--- src/rtl/step_seq_pkg.sv ---
// Shared types for the parametrised step sequencer: run modes, ping-pong direction
// and the decode of the raw 2-bit mode input.
package step_seq_pkg;

    localparam int unsigned MODE_W = 2;

    typedef enum logic [MODE_W-1:0] {
        MODE_ONESHOT  = 2'b00,
        MODE_WRAP     = 2'b01,
        MODE_PINGPONG = 2'b10
    } mode_e;

    typedef enum logic {
        UP   = 1'b0,
        DOWN = 1'b1
    } dir_e;

    // Encoding 2'b11 behaves as one-shot.
    function automatic mode_e decode_mode(input logic [MODE_W-1:0] raw);
        case (raw)
            2'b01:   return MODE_WRAP;
            2'b10:   return MODE_PINGPONG;
            default: return MODE_ONESHOT;
        endcase
    endfunction

endpackage

--- src/rtl/step_seq_table.sv ---
// Combinational step index -> (out1, out2) lookup. Tables are packed MSB-first:
// the leftmost W-bit field of each table is the entry for step 0.
module step_seq_table #(
    parameter int unsigned W       = 3,
    parameter int unsigned N_STEPS = 5,
    parameter int unsigned IW      = 3,
    parameter logic [N_STEPS*W-1:0] OUT1_TBL = '0,
    parameter logic [N_STEPS*W-1:0] OUT2_TBL = '0
) (
    input  logic [IW-1:0] idx,
    output logic [W-1:0]  out1_c,
    output logic [W-1:0]  out2_c
);

    logic [W-1:0] tbl1 [N_STEPS];
    logic [W-1:0] tbl2 [N_STEPS];

    for (genvar i = 0; i < N_STEPS; i++) begin : g_tbl
        assign tbl1[i] = OUT1_TBL[(N_STEPS-1-i)*W +: W];
        assign tbl2[i] = OUT2_TBL[(N_STEPS-1-i)*W +: W];
    end

    assign out1_c = tbl1[idx];
    assign out2_c = tbl2[idx];

endmodule

--- src/rtl/step_sequencer_param.sv ---
// Parametrised N-step output sequencer with goto, pause, one-shot/wrap/ping-pong
// modes and a saturating pass counter. State is {step_idx, dir} plus a one-shot done flag.
module step_sequencer_param
    import step_seq_pkg::*;
#(
    parameter int unsigned W       = 3,
    parameter int unsigned N_STEPS = 5,
    parameter int unsigned IW      = (N_STEPS > 1) ? $clog2(N_STEPS) : 1,
    parameter logic [N_STEPS*W-1:0] OUT1_TBL = {3'd3, 3'd5, 3'd2, 3'd6, 3'd1},
    parameter logic [N_STEPS*W-1:0] OUT2_TBL = {3'd2, 3'd4, 3'd7, 3'd1, 3'd5},
    parameter int unsigned CW      = 8
) (
    input  logic          clk,
    input  logic          restart,
    input  logic          pause,
    input  logic          goto_en,
    input  logic [IW-1:0] goto_idx,
    input  logic [1:0]    mode,
    output logic [W-1:0]  out1,
    output logic [W-1:0]  out2,
    output logic [IW-1:0] step_idx,
    output logic          odd,
    output logic          even,
    output logic          terminal,
    output logic          goto_err,
    output logic [CW-1:0] pass_cnt
);

    localparam logic [IW-1:0] LAST     = IW'(N_STEPS - 1);
    localparam logic [IW:0]   N_EXT    = (IW+1)'(N_STEPS);
    localparam logic [W-1:0]  OUT1_RST = OUT1_TBL[N_STEPS*W-1 -: W];
    localparam logic [W-1:0]  OUT2_RST = OUT2_TBL[N_STEPS*W-1 -: W];

    dir_e          dir, dir_nxt;
    mode_e         mode_q, mode_cur;
    logic          done, done_nxt;
    logic [IW-1:0] step_nxt;
    logic [CW-1:0] pass_nxt;
    logic          goto_err_nxt;
    logic          goto_ok;
    logic          pass_inc;
    logic [W-1:0]  out1_nxt_c;
    logic [W-1:0]  out2_nxt_c;

    step_seq_table #(
        .W        (W),
        .N_STEPS  (N_STEPS),
        .IW       (IW),
        .OUT1_TBL (OUT1_TBL),
        .OUT2_TBL (OUT2_TBL)
    ) u_table (
        .idx    (step_nxt),
        .out1_c (out1_nxt_c),
        .out2_c (out2_nxt_c)
    );

    // Next-step, direction, done and pass-count decision.
    always_comb begin
        mode_cur     = decode_mode(mode);
        step_nxt     = step_idx;
        dir_nxt      = (mode_q == MODE_PINGPONG && mode_cur != MODE_PINGPONG) ? UP : dir;
        done_nxt     = done && (mode_cur == mode_q);
        pass_nxt     = pass_cnt;
        goto_err_nxt = 1'b0;
        pass_inc     = 1'b0;
        goto_ok      = goto_en && ({1'b0, goto_idx} < N_EXT);

        if (goto_ok) begin
            step_nxt = goto_idx;
            dir_nxt  = UP;
            done_nxt = 1'b0;
        end else begin
            goto_err_nxt = goto_en;
            if (!pause) begin
                case (mode_cur)
                    MODE_WRAP: begin
                        if (step_idx == LAST) begin
                            step_nxt = '0;
                            pass_inc = 1'b1;
                        end else begin
                            step_nxt = step_idx + 1'b1;
                        end
                    end
                    MODE_PINGPONG: begin
                        if (N_STEPS == 1) begin
                            step_nxt = '0;
                        end else if (dir_nxt == UP) begin
                            if (step_idx == LAST) begin
                                dir_nxt  = DOWN;
                                step_nxt = step_idx - 1'b1;
                            end else begin
                                step_nxt = step_idx + 1'b1;
                            end
                        end else begin
                            if (step_idx == '0) begin
                                dir_nxt  = UP;
                                step_nxt = step_idx + 1'b1;
                            end else begin
                                step_nxt = step_idx - 1'b1;
                            end
                        end
                        pass_inc = (step_nxt == '0);
                    end
                    default: begin
                        if (!done_nxt && step_idx != LAST) begin
                            step_nxt = step_idx + 1'b1;
                            if (step_nxt == LAST) begin
                                pass_inc = 1'b1;
                                done_nxt = 1'b1;
                            end
                        end
                    end
                endcase
            end
        end

        if (pass_inc && pass_cnt != '1) begin
            pass_nxt = pass_cnt + 1'b1;
        end
    end

    always_ff @(posedge clk) begin
        if (restart) begin
            step_idx <= '0;
            dir      <= UP;
            done     <= 1'b0;
            mode_q   <= MODE_ONESHOT;
            pass_cnt <= '0;
            goto_err <= 1'b0;
            out1     <= OUT1_RST;
            out2     <= OUT2_RST;
            odd      <= 1'b1;
            even     <= 1'b0;
            terminal <= (N_STEPS == 1);
        end else begin
            step_idx <= step_nxt;
            dir      <= dir_nxt;
            done     <= done_nxt;
            mode_q   <= mode_cur;
            pass_cnt <= pass_nxt;
            goto_err <= goto_err_nxt;
            out1     <= out1_nxt_c;
            out2     <= out2_nxt_c;
            odd      <= ~step_nxt[0];
            even     <= step_nxt[0];
            terminal <= (step_nxt == LAST);
        end
    end

endmodule

--- config.mk ---
export PLATFORM = sky130hd
export DESIGN_NAME = step_sequencer_param
export DESIGN_NICKNAME = d
export VERILOG_FILES = /design/src/rtl/step_seq_pkg.sv /design/src/rtl/step_seq_table.sv /design/src/rtl/step_sequencer_param.sv
export SDC_FILE = /design/constraint.sdc
export NUM_CORES = 1
export LEC_CHECK = 0
export ABC_CLOCK_PERIOD_IN_PS = 2900
export BUFFER_PORTS_ARGS = -buffer_cell sky130_fd_sc_hd__clkbuf_2
export CAP_MARGIN = 20
export CORE_ASPECT_RATIO = 0.7
export CORE_MARGIN = 1.5
export CORE_UTILIZATION = 40
export DETAILED_ROUTE_END_ITERATION = 8
export PLACE_DENSITY = 0.6
export RECOVER_POWER = 25
export SLEW_MARGIN = 20
export SYNTH_ARGS = -nofsm -noshare
export SYNTH_HDL_FRONTEND = slang
export SYNTH_SLANG_ARGS = --single-unit
--- constraint.sdc ---
create_clock -name clk -period 2.9 [get_ports clk]
set_clock_uncertainty 0.15 [all_clocks]
set_input_delay 0.58 -clock clk [delete_from_list [all_inputs] [get_ports clk]]
set_output_delay 0.58 -clock clk [all_outputs]
set_load 0.05 [all_outputs]
# ---- After elaboration in Yosys (flattened, before gate mapping)
# Memories as Yosys holds them, arrays and structs flattened. A register that Yosys moved wholly into a read port is not among the register bits.
# Cells that the tools add are included.
dict set report word_totals {
  register_bits 19
  romBits 48
  output_inout_bits 21
  wordCells 66
  memories 2
}
# name depth word_bits rd rd_clocked_by_memory_dff wr line
set mem_list {}
lappend mem_list {{(no name shown)} 8 3 1 1 0 step_seq_table.sv:24} ;# assign out2_c = tbl2[idx];
lappend mem_list {{(no name shown)} 8 3 1 1 0 step_seq_table.sv:23} ;# assign out1_c = tbl1[idx];
dict set report classes {
  n_addsub 3
  magnitude_cmp 1
  eq_ne 12
  muxes 27
  bitwise_logic 2
  reduce_logical 10
}
# op n
set ops {}
lappend ops {{$mux W3} 10}
lappend ops {{$mux W1} 14}
lappend ops {{$eq A3 B3 Y1 const B} 3}
lappend ops {{$add A8 B1 Y8 const B} 1}
lappend ops {{$ne A8 B8 Y1 const B} 1}
lappend ops {{$eq A2 B2 Y1 const B} 3}
lappend ops {{$logic_not A3 Y1} 2}
lappend ops {{$pmux W3 S2} 1}
lappend ops {{$logic_and A1 B1 Y1} 5}
lappend ops {{$eq A2 B1 Y1 const B} 2}
lappend ops {{$not A3 Y4} 1}
lappend ops {{$pmux W2 S2} 1}
lappend ops {{$reduce_or A2 Y1} 2}
lappend ops {{$add A3 B1 Y3 const B} 1}
lappend ops {{$lt A3 B3 Y1 const B} 1}
lappend ops {{$ne A3 B3 Y1 const B} 1}
lappend ops {{$sub A3 B1 Y3 const B} 1}
lappend ops {{$eq A2 B2 Y1} 1}
lappend ops {{$ne A2 B2 Y1 const B} 1}
lappend ops {{$pmux W1 S2} 1}
lappend ops {{$logic_not A1 Y1} 1}
lappend ops {{$not A1 Y1} 1}

# ---- Depth between registers and ports, before layout
dict set report logic_depth {
  ltp_word 14
  depth_mapped 12
}

# ---- Cells and area by module
# A second synthesis with hierarchy kept.
dict set report unflattened {
  hier_cells 178
  hier_area_um2 1500.2
}
# module n_inst cells_each area_per_inst_um2 seq_area_each_um2
set by_module_without_submodules {}
lappend by_module_without_submodules {step_sequencer_param 1 167 1416.4 480.5}
lappend by_module_without_submodules {step_seq_table 1 11 83.8 0.0}

# ---- Least setup slack after synthesis
# OpenSTA, ideal clock, no wires.
dict set report synth_timing {
  path_type {flip-flop to flip-flop}
  start {register step_idx[0]}
  end {register pass_cnt[7]}
  arrival_time_ns 2.751
  required_time_ns 2.629
  setup_slack_ns -0.122
  path_stages_with_launch 11
  n_path_buf 2
  period_less_slack_ns 3.022
  path_cell_list {dfxtp_1 -> inv_1 -> ha_1 -> buf_6 -> mux2_4 -> o2111ai_1 -> nand4_1 -> o21a_1 -> buf_6 -> nor4_1 -> mux2_2}
}
dict set report synth_between {
  elab_chain_cells 11
  elab_cells_between_ends 21
  cone_classes {2 x add/sub; 3 x eq/ne; 12 x mux; 4 x reduce/logical}
}
# item line
set synth_rtl {}
lappend synth_rtl {{start, declared} step_sequencer_param.sv:21} ;# output logic [IW-1:0] step_idx,
lappend synth_rtl {{start signal, assigned} step_sequencer_param.sv:136} ;# step_idx <= step_nxt;
lappend synth_rtl {{$add A3 B1 Y3, or another cell as far along} {step_sequencer_param.sv:92, step_sequencer_param.sv:97, step_sequencer_param.sv:106}}
lappend synth_rtl {{$mux W3 (on tied branches)} {step_sequencer_param.sv:88, step_sequencer_param.sv:95}}
lappend synth_rtl {{$mux W3} step_sequencer_param.sv:87} ;# end else if (dir_nxt == UP) begin
lappend synth_rtl {{$mux W3} step_sequencer_param.sv:75} ;# case (mode_cur)
lappend synth_rtl {{$mux W3} step_sequencer_param.sv:74} ;# if (!pause) begin
lappend synth_rtl {{$mux W3} step_sequencer_param.sv:68} ;# if (goto_ok) begin
lappend synth_rtl {{$logic_not A3 Y1} step_sequencer_param.sv:102} ;# pass_inc = (step_nxt == '0);
lappend synth_rtl {{$pmux W1 S2 *} step_sequencer_param.sv:75}
lappend synth_rtl {{$mux W1 *} step_sequencer_param.sv:74}
lappend synth_rtl {{$mux W1 *} step_sequencer_param.sv:68}
lappend synth_rtl {{$logic_and A1 B1 Y1 *} step_sequencer_param.sv:117} ;# if (pass_inc && pass_cnt != '1) begin
lappend synth_rtl {{end signal, assigned} step_sequencer_param.sv:140} ;# pass_cnt <= pass_nxt;
lappend synth_rtl {{end, declared} step_sequencer_param.sv:26} ;# output logic [CW-1:0] pass_cnt
# Every way passes the cells marked *; elsewhere a longest branch is shown, timed or not. The select of a mux whose other input is x is not followed.
# A chain may end at the register's enable or synchronous reset.

# ---- Worst setup path after layout
dict set report layout_timing {
  start {register step_idx[1]}
  end {register terminal}
}
dict set report layout_between {
  elab_chain_cells 10
  elab_cells_between_ends 18
  cone_classes {2 x add/sub; 3 x eq/ne; 11 x mux; 2 x reduce/logical}
}
# item line
set layout_rtl {}
lappend layout_rtl {{$add A3 B1 Y3, or another cell as far along} -}
lappend layout_rtl {{$mux W3 (on tied branches)} {step_sequencer_param.sv:88, step_sequencer_param.sv:95}}
lappend layout_rtl {{$mux W3} step_sequencer_param.sv:87}
lappend layout_rtl {{$mux W3} step_sequencer_param.sv:75}
lappend layout_rtl {{$mux W3} step_sequencer_param.sv:74}
lappend layout_rtl {{$mux W3} step_sequencer_param.sv:68}
lappend layout_rtl {{$pmux W3 S2} step_sequencer_param.sv:75}
lappend layout_rtl {{$mux W3 *} step_sequencer_param.sv:74}
lappend layout_rtl {{$mux W3 *} step_sequencer_param.sv:68}
lappend layout_rtl {{$eq A3 B3 Y1 *} step_sequencer_param.sv:146} ;# terminal <= (step_nxt == LAST);
lappend layout_rtl {{end signal, assigned} step_sequencer_param.sv:134} ;# terminal <= (N_STEPS == 1);
lappend layout_rtl {{end signal, assigned} step_sequencer_param.sv:146}
lappend layout_rtl {{end, declared} step_sequencer_param.sv:24} ;# output logic terminal,
# Marks and branches as above.

==> insert_results.sql <==
INSERT INTO impl_metrics (metric_group, metric, value, unit) VALUES
('clock_network', 'cts.sinks', '24', ''),
('floorplan', 'start_util', '43.5', '%'),
('clock_network', 'cts_repair_resize_count', '0', ''),
('floorplan', 'rows', '17', ''),
('floorplan', 'dieWidth', '74.3', 'um'),
('clock_network', 'ctsHoldBuffers', '0', ''),
('synthesis', 'synth_async_sr_flop_share', '0', '%'),
('floorplan', 'dieHeight', '52.9', 'um'),
('synthesis', 'synth.net_count', '182', ''),
('place', 'buffer_ports.inserted', '29', ''),
('detailed_routing', 'antenna_violating_nets_post_route', '0', ''),
('sta', 'time_the_final_worst_path_needs_with_i_o_delays_and_setup', '2.72', 'ns'),
('clock_network', 'cts_h_tree_lvls', '1', ''),
('floorplan', 'io_pins', '30', ''),
('synthesis', 'post_synth_num_cell_types', '47', ''),
('sta', 'final_hold_viol_count', '0', ''),
('flow_run', 'drv.max_cap_violation_count', '0', ''),
('setup_path', 'crit_path_end', 'terminal', ''),
('clock_network', 'insertion_delay', '0.26', 'ns'),
('layout', 'register_area', '483', 'sq um'),
('clock_network', 'numCtsBuffers', '3', ''),
('clock_network', 'cts_tree', 'yes', ''),
('layout', 'layout.filler_cells', '345', ''),
('floorplan', 'die_area', '0.00394', 'sq mm'),
('sta', 'total_negative_slack_for_setup_checks', '0', 'ns'),
('clock_network', 'post-cts-setup-buffers', '0', ''),
('sta', 'clock.fmax', '368', 'MHz'),
('detailed_routing', 'drt_pre_antenna_iters', '4', ''),
('synthesis', 'cell_taking_the_most_area_after_synthesis', 'dfxtp_1', ''),
('detailed_routing', 'drt_iter0_drc', '140', ''),
('place', 'place_congestion', '0.876', ''),
('place', 'post-place-cells', '237', ''),
('pwr', 'power.density_cell_area', '549', 'mW/mm^2'),
('setup_path', 'worst_ep_required_time', '2.94', 'ns'),
('layout', 'layout.nets', '214', ''),
('layout', 'final_core_util', '51.5', '%'),
('setup_path', 'worstSetupStartpoint', 'step_idx[1]', ''),
('layout', 'final_cell_count_no_fill', '241', ''),
('global_route', 'global_route_wire_length_before_repair', '5610', 'um'),
('clock_network', 'cts.reportedPaths.clkPinSlew', '0.09', 'ns'),
('layout', 'antennaDiodeCount', '0', ''),
('clock_network', 'cts.root.buffer_cell', 'clkbuf_8', ''),
('synthesis', 'synth-seq-cells', '24', ''),
('detailed_routing', 'vias', '1261', ''),
('synthesis', 'postSynthCellCount', '163', ''),
('detailed_routing', 'via_density_per_instance', '5.23', ''),
('sta', 'relSlewSlack', '59.5', '%'),
('synthesis', 'synth_area', '0.00143', 'sq mm'),
('setup_path', 'worstSetupEndpointType', 'flop', ''),
('synthesis', 'synthTopCellsByCount', '24 x dfxtp_1, 13 x a21oi_1, 12 x nor2_1', ''),
('place', 'hpwl_reported_at_the_end_of_detailed_placement', '2580', 'um'),
('layout', 'flow.area_growth_from_synthesis', '18.3', '%'),
('global_route', 'grt_antenna_before_repair', '0', ''),
('synthesis', 'postSynthAreaPerCell', '8.74', 'sq um'),
('sta', 'layout_worst_path_cycle_share', '93.8', '%'),
('global_route', 'globalRouteTotalUtil', '18.7', '%'),
('sta', 'worst_slew_pin_slew', '0.610', 'ns'),
('setup_path', 'critical_path.reg2reg.endpoint', 'terminal', ''),
('sta', 'final_setup_violating_endpoints', '0', ''),
('setup_path', 'worstPathArrival', '2.76', 'ns'),
('outcome', 'status', 'finished, final reports clean', ''),
('setup_path', 'setup_crit_start_kind', 'flop', ''),
('floorplan', 'design.core.area', '0.00328', 'sq mm'),
('setup_path', 'timing.setup.critical_path_class', 'reg -> reg', ''),
('pwr', 'irDropWorstVdd', '361', 'uV'),
('sta', 'maxSlewViolCount', '0', ''),
('layout', 'share_of_final_layout_standard_cells_stronger_than_drive_strength_1', '22.2', '%'),
('layout', 'multi_input_area', '850', 'sq um'),
('synthesis', 'synthDominantCellAreaShare', '33.7', '%'),
('global_route', 'grt-ovfl-total', '0', ''),
('setup_path', 'timing.reg2reg.worst_path_depth', '10', '');
## flip-flops by register name (all words and copies together), names as in the netlist
name      cells
pass_cnt      8
out1          3
out2          3
step_idx      3
mode_q        2
dir           1
done          1
goto_err      1
odd           1
terminal      1
## logic make-up (layout without fill, tap and decap cells)
kind of cell               after synthesis  count (layout)  share of synthesized area (%)
and+or+nand+nor                         56              56                           21.6
AOI/OAI and AO/OA                       41              41                           20.3
DFF                                     24              24                           33.7
buffers and inverters                   20              51                           6.67
adders and majority gates               10              10                           8.78
muxes                                    9               9                           7.11
xor gates and xnor gates                 3               3                           1.84
## cell usage in the layout (no fill, tap or decap), types with 2 or more instances in the layout
| cell type | instances |
|---|---|
| a211oi_1 | 3 |
| a21oi_1 | 13 |
| a31oi_1 | 3 |
| and2_1 | 2 |
| and3_1 | 3 |
| buf_4 | 6 |
| clkbuf_1 | 10 |
| clkbuf_2 | 20 |
| clkbuf_8 | 3 |
| dfxtp_1 | 22 |
| dfxtp_2 | 2 |
| ha_1 | 10 |
| inv_1 | 11 |
| mux2_2 | 5 |
| mux2i_1 | 3 |
| nand2_1 | 9 |
| nand2b_1 | 3 |
| nand3_1 | 5 |
| nor2_1 | 12 |
| nor2b_1 | 6 |
| nor3_1 | 2 |
| nor3b_1 | 2 |
| o21ai_0 | 3 |
| o311ai_1 | 2 |
| o31ai_1 | 6 |
| or4_1 | 4 |
| xor2_1 | 2 |
## report_power, final
group / switching [W] / leakage [nW] / total (W) / internal (W)
Combinational: 0.000184 / 0.469 / 0.000271 / 0.0000873
Clock: 0.000105 / 0.0357 / 0.000289 / 0.000184
Sequential: 0.0000147 / 0.197 / 0.000366 / 0.000352
## routing by layer
metal / vias up / wire (um) / global-route usage, %
met5: - / 0 / 0
met4: 0 / 8 / 2.42
met3: 2 / 162 / 4.19
met2: 38 / 1390 / 27.1
met1: 578 / 1780 / 28.4
li1: 643 / - / -
## worst max-delay path, cell delays in order (launching register included)
cell and delay (ns):
dfxtp_2 0.35, inv_1 0.12, ha_1 0.30, buf_4 0.19, mux2_2 0.33, a221o_1 0.31
a21bo_2 0.20, a21boi_0 0.21, a221oi_2 0.15, buf_4 0.17, nor3b_1 0.17
## stage by stage
stage | power [W] | area [sq um] | worst slack, ns
floorplan | 0.000581 | 1430 | 0.110
finish | 0.000926 | 1690 | 0.180
detailed placement | 0.000647 | 1630 | 0.00999
global placement | 0.000644 | 1630 | 0.0795
CTS | 0.000935 | 1700 | 0.180
global route | 0.000973 | 1690 | 0.00726
## layout make-up
type / count / share of cell area (%)
Multi-Input combinational cell: 119 / 50.4
Sequential cell: 24 / 28.6
Timing Repair Buffer: 36 / 10.8
Tap cell: 47 / 3.49
Clock buffer: 3 / 2.45
Inverter: 11 / 2.45
Clock inverter: 1 / 1.78
## worst min-delay path by stage
stage                     slack [ns]     endpoint         from  cells after the start
after floorplan                 0.41         done         done                      3
after CTS                       0.36  pass_cnt[4]  pass_cnt[4]                      2
final                           0.36  pass_cnt[4]  pass_cnt[4]                      2
after detailed placement        0.35  pass_cnt[4]  pass_cnt[4]                      2
after global placement          0.34  pass_cnt[3]  pass_cnt[3]                      2
after global routing            0.40  pass_cnt[4]  pass_cnt[4]                      2
Power figures use the tool's default switching activity.
